## config.mk

```make
export PLATFORM = sky130hd
export DESIGN_NAME = mem_arbiter
export DESIGN_NICKNAME = d
export VERILOG_FILES = /design/src/rtl/mem_arbiter.sv
export SDC_FILE = /design/constraint.sdc
export NUM_CORES = 1
export LEC_CHECK = 0
export CAP_MARGIN = 0
export CORE_AREA = 2 2 230 232
export CTS_CLUSTER_DIAMETER = 200
export DETAILED_ROUTE_END_ITERATION = 8
export DIE_AREA = 0 0 232 234
export PLACE_DENSITY = 0.38
export SYNTH_ARGS = -nofsm -noshare
export SYNTH_HDL_FRONTEND = slang
export SYNTH_SLANG_ARGS = --single-unit
export TNS_END_PERCENT = 5
```

## constraint.sdc

```tcl
create_clock -name clk -period 4.2 [get_ports clk]
set_clock_uncertainty 0.05 [all_clocks]
set_input_delay 1.26 -clock clk [delete_from_list [all_inputs] [get_ports clk]]
set_output_delay 1.26 -clock clk [all_outputs]
set_load 0.03 [all_outputs]
```

## src/rtl/mem_arbiter.sv

```systemverilog
// Two-port round-robin arbiter in front of a single-port data memory.
// Core and host share one access per cycle; read/error responses return one cycle after grant.

module mem_arbiter_resp #(
  parameter int DW = 64
) (
  input  logic          clk,
  input  logic          rst_n,
  input  logic          gnt,
  input  logic          we,
  input  logic          legal,
  input  logic [DW-1:0] rd_in,
  output logic          rvalid,
  output logic          err,
  output logic [DW-1:0] rdata
);
  // rdata only moves on this port's own read or error response
  always_ff @(posedge clk or negedge rst_n) begin
    if (!rst_n) begin
      rvalid <= 1'b0;
      err    <= 1'b0;
      rdata  <= '0;
    end else begin
      rvalid <= gnt & legal & ~we;
      err    <= gnt & ~legal;
      if (gnt & ~legal)   rdata <= '0;
      else if (gnt & ~we) rdata <= rd_in;
    end
  end
endmodule

module mem_arbiter #(
  parameter int data_size    = 64,
  parameter int address_size = 5
) (
  input  logic                 clk,
  input  logic                 rst_n,
  input  logic                 c_req,
  input  logic                 c_we,
  input  logic [63:0]          c_addr,
  input  logic [data_size-1:0] c_wdata,
  output logic                 c_gnt,
  output logic                 c_rvalid,
  output logic [data_size-1:0] c_rdata,
  output logic                 c_err,
  input  logic                 h_req,
  input  logic                 h_we,
  input  logic [63:0]          h_addr,
  input  logic [data_size-1:0] h_wdata,
  output logic                 h_gnt,
  output logic                 h_rvalid,
  output logic [data_size-1:0] h_rdata,
  output logic                 h_err,
  output logic [63:0]          mem_address,
  output logic [data_size-1:0] mem_data_in,
  input  logic [data_size-1:0] mem_data_out,
  output logic                 mem_write_enable
);
  localparam int NP = 2;  // port 0 = core, port 1 = host

  logic [NP-1:0]                req, we, gnt, rvalid, err;
  logic [NP-1:0][63:0]          addr;
  logic [NP-1:0][data_size-1:0] wdata, rdata;
  logic                         last;  // 1 = host won most recently
  logic [63:0]                  sel_addr;
  logic [data_size-1:0]         sel_wdata;
  logic                         sel_we, legal;

  assign req   = {h_req, c_req};
  assign we    = {h_we, c_we};
  assign addr  = {h_addr, c_addr};
  assign wdata = {h_wdata, c_wdata};

  // grants are forced low while reset is asserted
  always_comb begin
    gnt = '0;
    if (rst_n) begin
      if (req[0] && (!req[1] || last)) gnt[0] = 1'b1;
      else if (req[1])                 gnt[1] = 1'b1;
    end
  end

  always_comb begin
    sel_addr  = '0;
    sel_wdata = '0;
    sel_we    = 1'b0;
    for (int p = 0; p < NP; p++) begin
      if (gnt[p]) begin
        sel_addr  = addr[p];
        sel_wdata = wdata[p];
        sel_we    = we[p];
      end
    end
  end

  assign legal            = (sel_addr[63:address_size+2] == '0) && (sel_addr[1:0] == 2'b00);
  assign mem_address      = {{(64-address_size){1'b0}}, sel_addr[address_size+1:2]};
  assign mem_data_in      = sel_wdata;
  assign mem_write_enable = (|gnt) & sel_we & legal;

  always_ff @(posedge clk or negedge rst_n) begin
    if (!rst_n)    last <= 1'b1;
    else if (|gnt) last <= gnt[1];
  end

  for (genvar p = 0; p < NP; p++) begin : g_port
    mem_arbiter_resp #(.DW(data_size)) u_resp (
      .clk    (clk),
      .rst_n  (rst_n),
      .gnt    (gnt[p]),
      .we     (we[p]),
      .legal  (legal),
      .rd_in  (mem_data_out),
      .rvalid (rvalid[p]),
      .err    (err[p]),
      .rdata  (rdata[p])
    );
  end

  assign c_gnt    = gnt[0];
  assign h_gnt    = gnt[1];
  assign c_rvalid = rvalid[0];
  assign h_rvalid = rvalid[1];
  assign c_err    = err[0];
  assign h_err    = err[1];
  assign c_rdata  = rdata[0];
  assign h_rdata  = rdata[1];
endmodule

```

==> results.cfg <==
[outcome]
run_status = complete, but fails checks
violations = negative setup slack

[placement]
portBuffers = 529
gp_congestion = 0.8167
hpwl_mm = 32.46
placed_cell_area_um2 = 13360
pre_cts_slack_ns = -0.5517

[global_routing]
grt-busiest-layer = met2
use_met1_pct = 16.33
grt_pass1_wl_mm = 56.64
grt_max_degree = 66
overflow = 0
use_met3_pct = 6.165
met2_usage_pct = 25.21
antenna_found_initial = 9
gr-usage-all-layers_pct = 14.63
grt_pass1_vias = 7914

[sta]
slew_viol_final = 0
setup_viol = 1
tightest_slew_ns = 0.9310
min_period_ns = 4.208
final.setup.worst_slack_ns = -0.008321
rsz0062_at_grt = true
min_period_over_period_pct = 100.2
slew_headroom_pct = 37.94
hold_viol = 0
fmax_ghz = 0.2376

[route]
route.detailed.drc = 0
dr_total_vias = 7414
post_drt_wl_per_cell_um = 20.54
ant_nets = 0
drt-vias-per-instance = 3.726
wirelength_mm = 40.87
drtIter0Drc = 303
first_pass_iters = 4

[hold_path]
min_path_type = reg -> reg
whs_path_depth = 2

[worst_setup_path]
end_kind = output port
crit_fanout = 2
path_class = in -> out
r2r_cells = 7
cp.arrival_ns = 2.90
startpoint_type = input port
cp_data_required_time_ns = 2.89

[synthesis]
synth_area_um2 = 6782
ys_warn_count = 0
ys_seq_elements = 133
syn_area_per_cell_um2 = 8.888
ys_seq_area_share_pct = 49.10
syn_inst = 763
yosys.cell_types.count = 22

[die]
fp.coreArea_um2 = 52020
ios = 589
die_area_um2 = 54290
die_h_um = 234
std_cell_rows = 84
die_w_um = 232
initial_utilization_pct = 13.04

[clock_network]
clk_pin_slew_ns = 0.06
cts_tree = done
cts.sinks = 133
insertion_delay_ns = 0.44
htree_levels = 4
cts_buffers = 17
cts_root_buf = clkbuf_16
cts.path.max_buffers = 2

[power_and_ir_drop]
leakagePower_nw = 5.749
ir_drop_mv = 0.2150
power_density_nw_per_um2 = 345.5
total_power_mw = 4.850

[layout]
design_area_um2 = 14040
fin_nets = 1613
drive_gt1_share_pct = 18.92
syn2layout_area_growth_pct = 107.0

[job]
max_cap_violations = 0
==> state kept, by name, summed over array words and instances (netlist names) <==
register	count
g_port.u_resp.rdata	128
g_port.u_resp.err	2
g_port.u_resp.rvalid	2
last	1
==> area by class of cell <==
type / count / area, um^2
Antenna cell: 2 / 5.005
Clock buffer: 18 / 439.2
Clock inverter: 14 / 165.2
Fill cell: 5588 / 37990
Inverter: 1 / 3.754
Multi-Input combinational cell: 568 / 3181
Sequential cell: 133 / 3329
Tap cell: 688 / 860.8
Timing Repair Buffer: 566 / 6053
==> power breakdown <==
group | switching (mW) | leakage, nW | internal [mW]
Combinational | 0.974 | 3.67 | 0.809
Sequential | 0.0770 | 1.79 | 1.42
Clock | 0.662 | 0.297 | 0.907
==> synthesized netlist by cell type <==
cell type,instances,area share (%)
a21oi_1,91,6.7
a21oi_2,40,5.2
a22o_1,69,8.9
buf_1,3,0.17
buf_2,14,1.0
buf_4,62,6.9
buf_6,6,1.0
clkbuf_1,33,1.8
clkbuf_2,1,0.074
conb_1,1,0.055
dfrtp_1,132,49
dfstp_2,1,0.39
inv_1,1,0.055
nand2_1,259,14
nand2b_1,2,0.18
nand3_1,2,0.15
nand4_1,6,0.55
nor2b_1,4,0.37
nor3_1,4,0.30
nor4_1,30,2.8
nor4_4,1,0.31
o21ai_0,1,0.074
==> placed cells by master (no fill, tap or decap), types with 2 or more instances in the layout <==
cell type / Yosys / routed
a22o_1: 69 / 67
dfrtp_1: 132 / 132
nor4_1: 30 / 8
nand2b_4: 0 / 2
diode_2: 0 / 2
nand4_1: 6 / 6
nor4_2: 0 / 20
nor2b_4: 0 / 4
a21oi_2: 40 / 40
clkdlybuf4s50_1: 0 / 348
buf_6: 6 / 3
a21oi_1: 91 / 89
buf_2: 14 / 19
a22o_4: 0 / 2
nand2_1: 259 / 258
bufinv_16: 0 / 2
nor3_2: 0 / 2
clkinv_4: 0 / 5
nor4_4: 1 / 3
clkbuf_2: 1 / 7
clkdlybuf4s15_1: 0 / 27
conb_1: 1 / 59
buf_12: 0 / 66
nor3_1: 4 / 2
inv_6: 0 / 7
buf_4: 62 / 40
clkbuf_16: 0 / 18
dlymetal6s2s_1: 0 / 2
a21oi_4: 0 / 2
dlygate4sd2_1: 0 / 53
==> metrics by stage <==
step                 TNS [ns]  utilization [%]  hold slack, ns  instances
floorplan                   0                -          0.4202        821
global placement      -0.5373            25.67          0.4530       1953
detailed placement    -0.5517            25.67          0.4646       1953
CTS                  -0.02269            26.80          0.4735       1985
global route          -0.2871            26.98          0.4871       1989
finish              -0.008321            26.98          0.4694       1990
==> routing by layer <==
metal	up-vias	part of all wire, %	wire length, um
met2	338	49	20110
met4	8	2.3	946
met1	3491	39	15760
met3	39	9.8	4002
li1	3538	-	-
met5	-	0.11	44
==> worst paths after layout <==
check	endpoint	slack, ns	startpoint
min in group asynchronous	g_port[0].u_resp.rdata[8]	0.86	rst_n
setup / recovery	mem_write_enable	-0.008	h_addr[22]
max in group asynchronous	g_port[1].u_resp.rdata[62]	1.41	rst_n
setup reg to reg	g_port[0].u_resp.rdata[57]	1.73	last
hold reg to reg	g_port[0].u_resp.rdata[20]	0.47	g_port[0].u_resp.rdata[20]
hold / removal	g_port[0].u_resp.rdata[20]	0.47	g_port[0].u_resp.rdata[20]
==> cells by family (layout without fill, tap and decap cells) <==
family | count (synthesis) | count (layout) | synth area share [%]
compound gates | 201 | 201 | 20.87
buf+inv | 120 | 599 | 11.01
flops | 133 | 133 | 49.10
other cells | 1 | 61 | 0.05530
simple gates | 308 | 308 | 18.97
==> repair_timing <==
item                                   CTS  global route
pin swaps                               39             9
endpoints found under the hold margin    0             0
setup endpoints to repair                2            55
setup buffers                            0             2
cloned                                   0             1
hold buffers                             0             0
gates resized for setup                201            22
==> worst max-delay path, cell delays in order <==
cell and delay, ns:
dlygate4sd2_1 0.23, nor4_1 0.25, nand4_1 0.16, nor4_2 0.24
buf_4 0.16, nor2b_4 0.04, nor4_4 0.25, buf_4 0.17
buf_12 0.12
Power figures use the tool's default switching activity.
